===== src/rtl/tetris_ctrl.sv =====
// tetris_ctrl
// Game-sequencing controller for the Tetris datapath. Steps the datapath
// through NEWBOARD, GEN, MOVE, LAND, CLEAR and GAMEOVER. It paces gravity
// drops in MOVE, arbitrates the left/right/rotate requests into one move
// stream, and counts spawned pieces.
//
// State table (encoding is shared with the datapath):
//   state     | code | meaning
//   GEN       | 000  | spawn a piece, or detect a blocked spawn area
//   MOVE      | 001  | piece in play; move slots every STEP_CYCLES clocks
//   LAND      | 010  | piece landed after a drop
//   CLEAR     | 011  | row clear / redraw for CLEAR_CYCLES clocks
//   NEWBOARD  | 100  | fresh board; piece count cleared
//   GAMEOVER  | 101  | waits for start
//
// Ports:
//   clka         in   sole clock, rising edge
//   restart      in   asynchronous active-high reset
//   start        in   level; leaves GAMEOVER
//   btn_left     in   single-cycle move-left request
//   btn_right    in   single-cycle move-right request
//   btn_rotate   in   single-cycle rotate request
//   touched      in   piece landed after the last drop
//   error        in   datapath clear/redraw error
//   board_in     in   current board; bits [7:0] are the spawn rows
//   state        out  current phase (table above)
//   old_state    out  state of the previous cycle
//   move         out  0 drop, 1 left, 2 right, 3 rotate
//   move_valid   out  one-cycle strobe qualifying move
//   piece_count  out  pieces spawned, saturating at 255
module tetris_ctrl #(
  parameter int STEP_CYCLES  = 4,
  parameter int DROP_STEPS   = 4,
  parameter int CLEAR_CYCLES = 2
) (
  input  logic        clka,
  input  logic        restart,
  input  logic        start,
  input  logic        btn_left,
  input  logic        btn_right,
  input  logic        btn_rotate,
  input  logic        touched,
  input  logic        error,
  input  logic [31:0] board_in,
  output logic [2:0]  state,
  output logic [2:0]  old_state,
  output logic [1:0]  move,
  output logic        move_valid,
  output logic [7:0]  piece_count
);

  localparam logic [2:0] S_GEN      = 3'b000;
  localparam logic [2:0] S_MOVE     = 3'b001;
  localparam logic [2:0] S_LAND     = 3'b010;
  localparam logic [2:0] S_CLEAR    = 3'b011;
  localparam logic [2:0] S_NEWBOARD = 3'b100;
  localparam logic [2:0] S_GAMEOVER = 3'b101;

  localparam logic [1:0] MV_DROP   = 2'd0;
  localparam logic [1:0] MV_LEFT   = 2'd1;
  localparam logic [1:0] MV_RIGHT  = 2'd2;
  localparam logic [1:0] MV_ROTATE = 2'd3;

  localparam int STEP_W = (STEP_CYCLES > 1) ? $clog2(STEP_CYCLES) : 1;
  localparam int DROP_W = (DROP_STEPS > 1) ? $clog2(DROP_STEPS) : 1;
  localparam int CLR_W  = (CLEAR_CYCLES > 1) ? $clog2(CLEAR_CYCLES) : 1;

  localparam logic [STEP_W-1:0] STEP_LAST = STEP_W'(STEP_CYCLES - 1);
  localparam logic [STEP_W-1:0] STEP_PRE  = STEP_W'(STEP_CYCLES - 2);
  localparam logic [DROP_W-1:0] DROP_LAST = DROP_W'(DROP_STEPS - 1);
  localparam logic [CLR_W-1:0]  CLR_LAST  = CLR_W'(CLEAR_CYCLES - 1);

  logic [2:0]        state_nx;
  logic [STEP_W-1:0] step_cnt;
  logic [DROP_W-1:0] drop_cnt;
  logic [CLR_W-1:0]  clr_cnt;
  logic              pend_l;
  logic              pend_r;
  logic              pend_rot;
  logic              touch_win;
  logic              slot_issue;
  logic              drop_slot;
  logic              can_set;
  logic              enter_gen;
  logic              issue_rot;
  logic              issue_l;
  logic              issue_r;

  // Only the spawn rows matter to sequencing.
  logic unused_board;
  assign unused_board = ^board_in[31:8];

  always_comb begin
    state_nx = state;
    case (state)
      S_NEWBOARD: state_nx = S_GEN;
      S_GEN:      state_nx = (board_in[7:0] != 8'd0) ? S_GAMEOVER : S_MOVE;
      S_MOVE:     if (touch_win && touched) state_nx = S_LAND;
      S_LAND:     state_nx = S_CLEAR;
      S_CLEAR: begin
        if (error)                  state_nx = S_GAMEOVER;
        else if (clr_cnt == CLR_LAST) state_nx = S_GEN;
      end
      S_GAMEOVER: if (start) state_nx = S_NEWBOARD;
      default:    state_nx = S_NEWBOARD;
    endcase
  end

  // The move registers are loaded one edge ahead of the slot so that the
  // strobe is visible during the slot cycle itself (step_cnt == STEP_LAST).
  // At that edge drop_cnt already holds the slot's index in the period.
  // No strobe is issued on the edge that leaves MOVE.
  assign slot_issue = (state == S_MOVE) && (state_nx == S_MOVE) &&
                      (step_cnt == STEP_PRE);
  assign drop_slot  = (drop_cnt == DROP_LAST);
  assign issue_rot  = slot_issue && !drop_slot && pend_rot;
  assign issue_l    = slot_issue && !drop_slot && !pend_rot && pend_l;
  assign issue_r    = slot_issue && !drop_slot && !pend_rot && !pend_l && pend_r;

  assign can_set    = (state != S_GAMEOVER) && (state != S_NEWBOARD);
  assign enter_gen  = (state_nx == S_GEN) && (state != S_GEN);

  always_ff @(posedge clka or posedge restart) begin
    if (restart) begin
      state     <= S_NEWBOARD;
      old_state <= S_NEWBOARD;
    end else begin
      state     <= state_nx;
      old_state <= state;
    end
  end

  always_ff @(posedge clka or posedge restart) begin
    if (restart) begin
      step_cnt <= '0;
      drop_cnt <= '0;
    end else if (state != S_MOVE) begin
      step_cnt <= '0;
      drop_cnt <= '0;
    end else begin
      step_cnt <= (step_cnt == STEP_LAST) ? '0 : step_cnt + 1'b1;
      if (step_cnt == STEP_LAST)
        drop_cnt <= (drop_cnt == DROP_LAST) ? '0 : drop_cnt + 1'b1;
    end
  end

  always_ff @(posedge clka or posedge restart) begin
    if (restart)
      clr_cnt <= '0;
    else if (state != S_CLEAR || clr_cnt == CLR_LAST)
      clr_cnt <= '0;
    else
      clr_cnt <= clr_cnt + 1'b1;
  end

  // A new request in the same cycle as its clear wins, so nothing is lost.
  always_ff @(posedge clka or posedge restart) begin
    if (restart) begin
      pend_rot <= 1'b0;
      pend_l   <= 1'b0;
      pend_r   <= 1'b0;
    end else begin
      pend_rot <= (btn_rotate && can_set) || (pend_rot && !(enter_gen || issue_rot));
      pend_l   <= (btn_left   && can_set) || (pend_l   && !(enter_gen || issue_l));
      pend_r   <= (btn_right  && can_set) || (pend_r   && !(enter_gen || issue_r));
    end
  end

  always_ff @(posedge clka or posedge restart) begin
    if (restart) begin
      move       <= MV_DROP;
      move_valid <= 1'b0;
    end else begin
      move_valid <= 1'b0;
      if (slot_issue) begin
        if (drop_slot) begin
          move       <= MV_DROP;
          move_valid <= 1'b1;
        end else if (pend_rot) begin
          move       <= MV_ROTATE;
          move_valid <= 1'b1;
        end else if (pend_l) begin
          move       <= MV_LEFT;
          move_valid <= 1'b1;
        end else if (pend_r) begin
          move       <= MV_RIGHT;
          move_valid <= 1'b1;
        end
      end
    end
  end

  // touched is only meaningful in the cycle right after a drop strobe.
  always_ff @(posedge clka or posedge restart) begin
    if (restart)
      touch_win <= 1'b0;
    else
      touch_win <= (state == S_MOVE) && move_valid && (move == MV_DROP);
  end

  // Cleared on entry so the count already reads zero while in NEWBOARD.
  always_ff @(posedge clka or posedge restart) begin
    if (restart)
      piece_count <= 8'd0;
    else if (state_nx == S_NEWBOARD)
      piece_count <= 8'd0;
    else if (state == S_GEN && state_nx == S_MOVE && piece_count != 8'hFF)
      piece_count <= piece_count + 8'd1;
  end

endmodule

===== config.mk =====
export PLATFORM = sky130hd
export DESIGN_NAME = tetris_ctrl
export DESIGN_NICKNAME = d
export VERILOG_FILES = /design/src/rtl/tetris_ctrl.sv
export SDC_FILE = /design/constraint.sdc
export NUM_CORES = 1
export LEC_CHECK = 0
export ABC_AREA = 0
export BUFFER_PORTS_ARGS = -buffer_cell sky130_fd_sc_hd__buf_2
export CAP_MARGIN = 25
export CORE_MARGIN = 5
export CORE_UTILIZATION = 35
export CTS_BUF_LIST = sky130_fd_sc_hd__clkbuf_8
export DETAILED_ROUTE_END_ITERATION = 8
export PLACE_DENSITY = 0.63
export SLEW_MARGIN = 40
export SYNTH_ARGS = -nofsm -noshare
export SYNTH_HDL_FRONTEND = slang
export SYNTH_SLANG_ARGS = --single-unit

===== constraint.sdc =====
create_clock -name clka -period 3.9 [get_ports clka]
set_clock_uncertainty 0.05 [all_clocks]
set_input_delay 0.195 -clock clka [delete_from_list [all_inputs] [get_ports clka]]
set_output_delay 0.195 -clock clka [all_outputs]
set_load 0.02 [all_outputs]

# == Yosys cells after proc, flatten, opt, wreduce, memory -nomap -nowiden ==
# Index checks and enable logic that the tools add are counted.
# Widths: inputs -> output; s select.
# totals
regBits,26
latchBits,0
ramBits,0
mem_bits_ro,0
input_bits,40
output_inout_bits,17
elab_cells,97
memories,0
# classes
addsub,4
multipliers,0
n_div,0
order_cmp,0
eq_ne,15
n_shift,0
mux,23
n_bitwise,0
n_reduce_logical,43
# op_table
op,count
$logic_and 1x1->1,21
$mux 2,9
$pmux 3 s6,1
$mux 8,2
$mux 3,5
$eq 3x3->1 const B,3
$add 8x1->8 const B,1
$ne 8x8->1 const B,1
$reduce_bool 8->1,1
$logic_or 1x1->1,7
$eq 2x2->1 const B,3
$eq 3x1->1 const B,2
$eq 3x2->1 const B,2
$logic_not 1->1,6
$logic_not 3->1,2
$mux 1,6
$ne 3x3->1 const B,2
$add 2x1->2 const B,2
$reduce_bool 2->1,2
$reduce_bool 4->1,1
$ne 3x1->1 const B,1
$ne 3x2->1 const B,1
$reduce_bool 3->1,1
$logic_not 2->1,1
2 further kinds,2

# == Longest topological paths before layout ==
# Gate-level depths: netlist of the first run.
# logic_depth
word_depth,14
mapped_depth,7

# == Worst setup path after synthesis of the first run ==
# Ideal clock, no wire load.
# synth_path
path_kind,register -> register
startpoint,register state[0]
endpoint,register pend_rot
setup_time_ns,0.122
arrival_time_ns,1.739
t_required_ns,3.728
setup_slack_ns,1.989
stages_incl_launch_ff,6
path_buffers,1
synth_period_minus_slack_ns,1.911
path_cell_list,dfrtp_1 buf_6 a21o_1 a22o_1 or4_4 a32o_1
# synth_between
elab_chain_len,12
# synth_lines
element,line_no,source
"start, declared",45,"output logic [2:0] state,"
"start signal, assigned",128,state <= state_nx;
$mux 3,102,else if (clr_cnt == CLR_LAST) state_nx = S_GEN;
$mux 3,101,if (error) state_nx = S_GAMEOVER;
$pmux 3 s6,95,case (state)
$eq 3x1->1,113,assign slot_issue = (state == S_MOVE) && (state_nx == S_MOVE) &&
$logic_and 1x1->1 (2 in a row),113,
$logic_and 1x1->1 (2 in a row),116,assign issue_rot = slot_issue && !drop_slot && pend_rot;
$logic_or 1x1->1,163,pend_rot <= (btn_rotate && can_set) || (pend_rot && !(enter_gen || issue_rot));
$logic_not 1->1,163,
$logic_and 1x1->1,163,
$logic_or 1x1->1 *,163,
"end signal, assigned",163,
"end, declared",79,logic pend_rot;
# Every way passes the cells marked *; elsewhere a longest branch is shown, timed or not.
# A chain may end at the register's enable or synchronous reset.

# == Worst setup path after layout of the first run ==
# layout_path
startpoint,register state[1]
endpoint,register pend_rot
# layout_lines
element,line_no,source
$eq 3x3->1 (tied with other cells),95,
$pmux 3 s6 *,95,
net state_nx[0],73,logic [2:0] state_nx;
$eq 3x1->1,113,
$logic_and 1x1->1 (2 in a row),113,
$logic_and 1x1->1 (2 in a row),116,
$logic_or 1x1->1 *,163,
$logic_not 1->1 *,163,
$logic_and 1x1->1 *,163,
$logic_or 1x1->1 *,163,
# The timed path passes the listed nets; every way through them passes the cells marked *.

==> results of run 1 <==
## registers in the layout, summed over array words and instances (netlist names), 2 cells and up
name / cells
piece_count: 8
old_state: 3
state: 3
drop_cnt: 2
move: 2
step_cnt: 2
## worst max-delay path by stage
stage                                   from                  to  slack, ns  depth (start not counted)
after floorplan           state[0]$_DFF_PP0_  pend_rot$_DFF_PP0_       1.99                          5
after global placement    state[0]$_DFF_PP0_    pend_r$_DFF_PP0_       2.04                          4
after detailed placement  state[1]$_DFF_PP0_  pend_rot$_DFF_PP0_       2.01                          5
after CTS                 state[1]$_DFF_PP0_  pend_rot$_DFF_PP0_       2.00                          5
after global routing      state[1]$_DFF_PP0_  pend_rot$_DFF_PP0_       1.90                          5
final                     state[1]$_DFF_PP0_  pend_rot$_DFF_PP0_       2.00                          5
## cells by family (layout without fill, tap and decap cells)
| kind of cell | Yosys count | in the layout | share of synthesized area |
|---|---|---|---|
| compound gates | 20 | 20 | 0.116 |
| fa+ha+maj | 4 | 4 | 0.0391 |
| simple gates | 55 | 55 | 0.240 |
| flops | 26 | 26 | 0.511 |
| xor+xnor | 4 | 4 | 0.0274 |
| buf+inv | 11 | 44 | 0.0509 |
| mux | 2 | 2 | 0.0157 |
## what timing repair did
item	4_1_cts	5_1_grt
hold buffers	1	0
setup buffers	0	0
endpoints found under the hold margin	24	0
## power by group through the flow
stage                     clock [uW]  combinational [uW]  sequential [uW]
after CTS                        222                 288              401
after floorplan                    0                 208              420
after detailed placement           0                 286              407
after global placement             0                 277              402
after global routing             234                 315              411
final                            218                 283              401
## final cells by class
type                    count  area share
inverters                   7      0.0170
clock inverters             1      0.0195
multi-input cells          85       0.364
flip-flops and latches     26       0.424
well taps                  48      0.0390
repair buffers             33       0.110
clock buffers               3      0.0268
## layout by cell type, fill, tap and decap left out, types with 2 or more instances in the layout
cell type and instances:
buf_2 32, dfrtp_1 24, nor2_1 19, nand2_1 10
nor3_1 7, inv_1 6, xnor2_1 4, a21oi_1 4
ha_1 4, nor4_2 3, nand3_1 3, a32o_1 3
clkbuf_8 3, o21ai_0 2, nand4_1 2, mux2i_1 2
dfstp_2 2
## cell usage after synthesis (2+ instances only)
library cell and count:
mux2i_1 2, nand4_1 2, dfstp_2 2, inv_1 7, ha_1 4, a32o_1 3
nor2_1 19, nor4_2 3, dfrtp_1 24, nor3_1 7, nand3_1 3, o21ai_0 2
xnor2_1 4, a21oi_1 4, nand2_1 10, buf_6 3
## metal layers
layer / routed length [um] / vias to the layer above / global-route usage
met4: 53 / 0 / 0.0511
met3: 81 / 6 / 0.0187
met2: 1250 / 20 / 0.182
met1: 1120 / 465 / 0.128
met5: 0 / - / 0
li1: - / 500 / -
## metrics by stage
step / cells / hold slack (ns) / util / instance area (sq um) / total power (uW)
finish: 203 / 0.108 / 0.427 / 1540 / 902
global route: 203 / 0.105 / 0.427 / 1540 / 961
CTS: 203 / 0.107 / 0.427 / 1540 / 911
detailed placement: 198 / 0.219 / 0.405 / 1460 / 693
global placement: 198 / 0.376 / 0.405 / 1460 / 679
floorplan: 122 / 0.184 / - / 1280 / 628
==> impl_metrics.tcl, run 1 <==
set metrics [dict create \
    status "complete, no violations" \
    fp.dieH_um 70.4 \
    crit_required_ns 4.01 \
    critPathArrivalTime_ns 2.01 \
    hpwl_mm 2.02 \
    ys_seq_elements 26 \
    groute.usage.overall 0.107 \
    setup_viol 0 \
    seq_area_sq_um 653 \
    r2r-start "state[1]$_DFF_PP0_" \
    fin_crit_ns 1.90 \
    synthArstFlopShare 1.00 \
    first_pass_iters 4 \
    via_count 991 \
    fillers 345 \
    yosysSeqAreaShare 0.511 \
    dpl_worst_slack_ns 2.01 \
    worstSetupPathType "reg -> reg" \
    relSlewSlack 0.645 \
    core_region_area_sq_mm 0.00361 \
    initial_core_util 0.355 \
    power.density_mw_per_mm2 585 \
    htreeDepth 1 \
    ios 57 \
    postSynthAreaPerCell_sq_um 10.5 \
    ir_drop_v 0.000192 \
    finalHoldViolCount 0 \
    synth_cell_types 39 \
    cp_max_fo 10 \
    hold_class "in -> reg" \
    gr-total-overflow 0 \
    finalSetupTns_ns 0 \
    routedWlPerCell_um 12.3 \
    fin_ws_ns 2.00 \
    synth-edff-count 0 \
    wl_mm 2.50 \
    grt_max_degree 27 \
    internal_power_uw 594 \
    yosys_warnings 0 \
    grt_pass1_vias 1032 \
    comb_power_share 0.314 \
    cts_sinks 26 \
    worstRegToRegCells 5 \
    p_switching_uw 308 \
    min_path_cells 2 \
    swShare 0.341 \
    vias_per_cell 4.88 \
    ant_nets 0 \
    drcViolationCount 0 \
    clkTransAtPathRegs_ns 0.09 \
    num_rows 22 \
    cp_slowest_stage_delay_ns 0.51 \
    synth_cells 122 \
    rsz0062_at_grt "no" \
    cts.root.buffer_cell "clkbuf_8" \
    routabilityCongestion 0.908 \
    hold_start "btn_right" \
    cts_inserted_buffers 3 \
    antenna_cells 0 \
    final_nets 200 \
    min_to "pend_r$_DFF_PP0_" \
    timing.rr.end "pend_rot$_DFF_PP0_" \
    crit_slowest_cell "dfrtp_1" \
    yosys.area.top_type_share 0.470 \
    multi_input_area_sq_um 561 \
    drv_slew 0 \
    die_w_um 70.4 \
    insertion_delay_ns 0.26 \
    r2r_slack_ns 2.00 \
    cts_tree "done" \
    critPathLaunchType "flop" \
    synthTopCellsByArea "dfrtp_1, nor2_1, dfstp_2, ha_1, nand2_1" \
    worst-slew-pin-transition_ns 0.531 \
    portBuffers 32 \
    syn_area_sq_mm 0.00128 \
    crit_buf_inv 0 \
    yosysTopAreaCell "dfrtp_1" \
    antenna_found_initial 0 \
    endpoint_kind "flop" \
    seq_power_share 0.445 \
    power.leakage_uw 0.000719 \
    dieArea_sq_mm 0.00496 \
    timing.critical_path.cells "nand2b_2 > o22a_2 > o21ai_2 > or4_4 > a32o_1" \
    syn_to_final_growth_pct 20.5 \
    synth_nets 166 \
    drv_cap 0 \
    period_share 0.487 \
    p_clk_frac 0.241 \
    timing.fmax_mhz 526 \
    grt_pass1_wl_mm 4.34 \
    layout-drive-gt1-share 0.323 \
    cp_top_family "simple AND/OR/NAND/NOR gates" \
    drt-initial-drc-count 50 \
    cts_resized 0 \
    clockBufferDepth 2 \
    ys.flop_type "dfrtp_1" \
]
Note: power is estimated with default switching activity, not from simulation.
==> run 2: changes to the inputs <==
--- a/config.mk
+++ b/config.mk
@@ -12,7 +12,7 @@
 export CORE_UTILIZATION = 35
 export CTS_BUF_LIST = sky130_fd_sc_hd__clkbuf_8
 export DETAILED_ROUTE_END_ITERATION = 8
-export PLACE_DENSITY = 0.63
+export PLACE_DENSITY = 0.66
 export SLEW_MARGIN = 40
 export SYNTH_ARGS = -nofsm -noshare
 export SYNTH_HDL_FRONTEND = slang
==> constraint.sdc (replaced) <==
create_clock -name clka -period 1.5 [get_ports clka]
set_clock_uncertainty 0.05 [all_clocks]
set_input_delay 0.075 -clock clka [delete_from_list [all_inputs] [get_ports clka]]
set_output_delay 0.075 -clock clka [all_outputs]
set_load 0.02 [all_outputs]
==> run 2 against run 1 <==
Against the previous run: the flow now finishes with violations (setup timing); register-to-register slack got worse by 2.3 ns; cell count increased by 17%; sequential share of layout area decreased by 8.6 points; core utilization increased by 11 points; clock power increased to 2.7 times the previous value; wire length increased by 35%.
==> impl_metrics.tcl, run 2 (synthesized netlist as in run 1, its figures left out) <==
set metrics [dict create \
    status "complete, but fails checks" \
    violations "setup timing" \
    power.leakage_uw 0.000902 \
    final_cell_mix "buf_2, buf_4, dfrtp_1" \
    crit_required_ns 1.63 \
    setup_viol 11 \
    min_path_cells 3 \
    insertion_delay_ns 0.28 \
    reg_top3 "piece_count: 8 flops, old_state: 3 flops, state: 3 flops" \
    drcViolationCount 0 \
    cts.root.buffer_cell "clkbuf_8" \
    clkTransAtPathRegs_ns 0.10 \
    regMostFlops "piece_count" \
    clockBufferDepth 2 \
    routedWlPerCell_um 14.3 \
    fin_util 0.539 \
    hpwl_mm 2.27 \
    timing.fmax_mhz 551 \
    multi_input_area_sq_um 674 \
    gr-total-overflow 0 \
    hold_start "touched" \
    ir_drop_v 0.000575 \
    core_region_area_sq_mm 0.00361 \
    grt_max_degree 27 \
    fp.dieH_um 70.4 \
    htreeDepth 1 \
    worstSetupPathType "reg -> reg" \
    portBuffers 32 \
    drv_cap 0 \
    drt-initial-drc-count 45 \
    fin_crit_ns 1.81 \
    ios 57 \
    fillers 305 \
    antenna_found_initial 0 \
    hold_class "in -> reg" \
    worstRegToRegCells 4 \
    final_common_cell "buf_2" \
    cts_tree "done" \
    grt_pass1_vias 1195 \
    drv_slew 0 \
    dp.cells 224 \
    crit_buf_inv 0 \
    critPathArrivalTime_ns 1.94 \
    routabilityCongestion 0.857 \
    finalHoldViolCount 0 \
    cp_top_family "compound AO/OA/AOI/OAI gates" \
    timing.hold.ws_ns 0.110 \
    grt_pass1_wl_mm 5.35 \
    dieArea_sq_mm 0.00496 \
    antenna_cells 0 \
    cts_inserted_buffers 3 \
    cp_max_fo 7 \
    ant_nets 0 \
    critPathLaunch "state[0]$_DFF_PP0_" \
    crit_slowest_cell "or4_4" \
    seq_area_sq_um 656 \
    wl_mm 3.39 \
    r2r-start "state[0]$_DFF_PP0_" \
    rsz0062_at_grt "yes" \
    num_rows 22 \
    power.density_mw_per_mm2 1450 \
    initial_core_util 0.355 \
    worst-slew-pin-transition_ns 0.339 \
    cp_slowest_stage_delay_ns 0.56 \
    endpoint_kind "flop" \
    groute.usage.overall 0.133 \
    fin_ws_ns -0.315 \
    period_share 1.21 \
    vias_per_cell 4.93 \
    die_w_um 70.4 \
    syn_to_final_growth_pct 52.0 \
    relSlewSlack 0.774 \
    critPathLaunchType "flop" \
    final_nets 234 \
    final_cells 237 \
    via_count 1168 \
    cts_sinks 26 \
    cp.depth 4 \
    layout-drive-gt1-share 0.492 \
    largest_reg_flops 8 \
    timing.critical_path.cells "a21o_1 > a22o_1 > or4_4 > a32o_1" \
    first_pass_iters 4 \
]
run 2: cell types whose count changed in the layout (fill, tap and decap cells not counted), sizes merged:
| cell | change |
|---|---|
| buf | +31 |
| dlygate4sd3 | +3 |
run 2: per-stage QoR:
step	TNS, ns	cell area (sq um)	setup slack, ns	total power, uW
3_3_place_gp	-2.35	1680	-0.256	1990
5_1_grt	-3.36	1940	-0.362	2960
4_1_cts	-2.60	1820	-0.290	2720
2_1_floorplan	-2.81	1300	-0.380	1640
6_report	-2.71	1940	-0.315	2820
3_5_place_dp	-2.70	1680	-0.304	2050
run 2: final cells by class:
class	count	share of cell area
inverters	7	0.0135
multi-input cells	85	0.347
well taps	48	0.0309
clock buffers	3	0.0212
clock inverters	1	0.0155
repair buffers	67	0.234
flip-flops and latches	26	0.337
run 2: power by group:
group,internal (uW),switching [uW]
Sequential,877,147
Combinational,614,586
Clock,358,240
run 2: final timing paths:
check	end	slack, ns
min	state[1]$_DFF_PP0_	0.11
min reg2reg	clr_cnt$_DFF_PP0_	0.42
max in group asynchronous	old_state[2]$_DFF_PP1_	0.77
max	pend_l$_DFF_PP0_	-0.31
max reg2reg	pend_l$_DFF_PP0_	-0.31
min in group asynchronous	drop_cnt[1]$_DFFE_PP0P_	0.32
run 2: what timing repair did:
| action | 4_1_cts | 5_1_grt |
|---|---|---|
| buffers inserted | 3 | 3 |
| pin swaps | 1 | 13 |
| endpoints found under the setup margin | 11 | 14 |
| hold buffers | 4 | 0 |
| endpoints found under the hold margin | 27 | 0 |
| resized for setup | 3 | 21 |
run 2: worst register-to-register path, cell delays in order, from the launching register on:
cell and delay, ns:
dfrtp_2 0.46, a21o_1 0.17, a22o_1 0.21, or4_4 0.56
a32o_1 0.27
run 2: per-layer routing:
metal,track usage,up-vias,share of wire
met5,0,-,0
met4,0.0617,0,0.023
met3,0.0158,6,0.028
met2,0.234,19,0.55
met1,0.159,576,0.40
li1,-,567,-
==> run 3: changes to the inputs <==
--- a/config.mk
+++ b/config.mk
@@ -9,10 +9,10 @@
 export BUFFER_PORTS_ARGS = -buffer_cell sky130_fd_sc_hd__buf_2
 export CAP_MARGIN = 25
 export CORE_MARGIN = 5
-export CORE_UTILIZATION = 35
-export CTS_BUF_LIST = sky130_fd_sc_hd__clkbuf_8
+export CORE_UTILIZATION = 42
 export DETAILED_ROUTE_END_ITERATION = 8
-export PLACE_DENSITY = 0.66
+export PLACE_DENSITY = 0.76
+export SETUP_SLACK_MARGIN = 0.2
 export SLEW_MARGIN = 40
 export SYNTH_ARGS = -nofsm -noshare
 export SYNTH_HDL_FRONTEND = slang
==> run 3 against run 2 <==
Against the previous run: the run still ends with setup timing left; core utilization is 15 points higher; clock power is 17% lower; design area is 4.9% higher; critical endpoint is now pend_r$_DFF_PP0_; die area is 14% lower; sequential share of layout area is 1.6 points lower; largest power group unchanged.
==> impl_metrics.tcl, run 3 (synthesized netlist as in run 1, its figures left out) <==
set metrics [dict create \
    cts_inserted_buffers 3 \
    critPathArrivalTime_ns 2.00 \
    worstRegToRegCells 4 \
    relSlewSlack 0.736 \
    cts_sinks 26 \
    finalHoldViolCount 0 \
    timing.rr.end "pend_r$_DFF_PP0_" \
    dieArea_sq_mm 0.00425 \
    grt_max_degree 27 \
    drv_slew 0 \
    fin_ws_ns -0.314 \
    final_nets 238 \
    hold_class "in -> reg" \
    core_region_area_sq_mm 0.00298 \
    routabilityCongestion 0.874 \
    gr-total-overflow 0 \
    insertion_delay_ns 0.33 \
    ios 57 \
    timing.fmax_mhz 551 \
    groute.usage.overall 0.178 \
    cp_slowest_stage_delay_ns 0.56 \
    crit_buf_inv 1 \
    ir_drop_v 0.000501 \
    min_to "state[1]$_DFF_PP0_" \
    p_total_uw 3020 \
    syn_to_final_growth_pct 59.4 \
    via_count 1271 \
    drcViolationCount 0 \
    regMostFlops "piece_count" \
    cp_top_family "simple AND/OR/NAND/NOR gates" \
    grt_pass1_wl_mm 5.86 \
    final_cell_mix "buf_2, buf_4, dfrtp_1" \
    min_path_cells 4 \
    r2r-start "state[0]$_DFF_PP0_" \
    power.density_mw_per_mm2 1480 \
    power.leakage_uw 0.000951 \
    rsz0062_at_grt "yes" \
    fin_util 0.684 \
    vias_per_cell 5.60 \
    fin_crit_ns 1.81 \
    drt-initial-drc-count 50 \
    crit_slowest_cell "or4_4" \
    wl_mm 3.92 \
    fp.dieH_um 65.2 \
    clkTransAtPathRegs_ns 0.15 \
    portBuffers 32 \
    drv_cap 0 \
    critPathLaunchType "flop" \
    initial_core_util 0.429 \
    hpwl_mm 2.36 \
    num_rows 20 \
    layout-drive-gt1-share 0.570 \
    clockBufferDepth 2 \
    period_share 1.21 \
    timing.critical_path.cells "buf_6 > a22o_1 > or4_4 > a32o_1" \
    cts.root.buffer_cell "clkbuf_4" \
    largest_reg_flops 8 \
    cp_max_fo 5 \
    reg_top3 "piece_count: 8 flops, old_state: 3 flops, state: 3 flops" \
    cts_tree "done" \
    setup_viol 12 \
    endpoint_kind "flop" \
    crit_required_ns 1.69 \
    antenna_found_initial 1 \
    die_w_um 65.2 \
    worst-slew-pin-transition_ns 0.395 \
    ant_nets 0 \
    status "complete, but fails checks" \
    r2r_slack_ns -0.31 \
    violations "setup timing" \
    grt_pass1_vias 1265 \
    htreeDepth 1 \
    hold_start "error" \
    worstSetupPathType "reg -> reg" \
    final_common_cell "buf_2" \
    first_pass_iters 4 \
    routedWlPerCell_um 17.3 \
]
run 3: cell types whose count changed in the layout (fill, tap and decap cells not counted), moves of 2 or more:
cell,change
clkbuf_8,-3
nor2_1,-5
clkbuf_4,+3
a21oi_2,+2
buf_4,-2
a21oi_1,-2
nor2_2,+5
buf_6,+7
run 3: how the worst max path moves through the flow:
stage	start	endpoint	slack (ns)	depth (start not counted)
final	state[0]$_DFF_PP0_	pend_r$_DFF_PP0_	-0.31	4
after detailed placement	state[0]$_DFF_PP0_	pend_r$_DFF_PP0_	-0.29	4
after global routing	state[0]$_DFF_PP0_	pend_r$_DFF_PP0_	-0.32	4
after CTS	state[1]$_DFF_PP0_	pend_rot$_DFF_PP0_	-0.30	5
after global placement	state[0]$_DFF_PP0_	pend_rot$_DFF_PP0_	-0.25	4
after floorplan	state[0]$_DFF_PP0_	pend_rot$_DFF_PP0_	-0.38	5
run 3: worst register-to-register path: cells and delay by family, from the launching register on:
family	cells	cell delay (ns)
buf+inv	1	0.13
flops	1	0.47
simple gates	1	0.56
compound gates	2	0.52
run 3: final cells by class:
class,instances,area (sq um)
Clock inverter,1,30.0
Clock buffer,3,22.5
Multi-Input combinational cell,85,746
Inverter,7,26.3
Timing Repair Buffer,71,514
Sequential cell,26,656
Antenna cell,1,2.50
Tap cell,33,41.3
Fill cell,190,940
run 3: power breakdown:
group / switching, uW / internal (uW)
Clock: 224 / 270
Sequential: 157 / 876
Combinational: 698 / 791
Total: 1080 / 1940
run 3: timing repair:
action                                  4_1_cts  5_1_grt
pin swaps                                    19       12
hold endpoints to repair                     27        0
gates cloned                                  0        0
resized for setup                            35       11
hold buffers                                  4        0
setup buffers                                11        2
endpoints found under the setup margin       16       19
run 3: layer usage:
| layer | part of all wire | track usage | up-vias |
|---|---|---|---|
| li1 | - | - | 576 |
| met1 | 0.39 | 0.211 | 629 |
| met2 | 0.53 | 0.315 | 52 |
| met3 | 0.044 | 0.0222 | 14 |
| met4 | 0.039 | 0.0933 | 0 |
| met5 | 0 | 0 | - |
run 3: per-stage QoR:
stage                     setup TNS, ns  hold slack (ns)  cells  setup WS (ns)  area (sq um)
after global placement            -2.01           0.0906    205         -0.247          1640
after CTS                         -2.13           0.0387    224         -0.300          1980
final                             -2.38           0.0228    227         -0.314          2040
after detailed placement          -2.68           0.0992    205         -0.295          1640
after floorplan                   -2.85           0.0635    122         -0.380          1310
after global routing              -3.05           0.0390    227         -0.319          2040
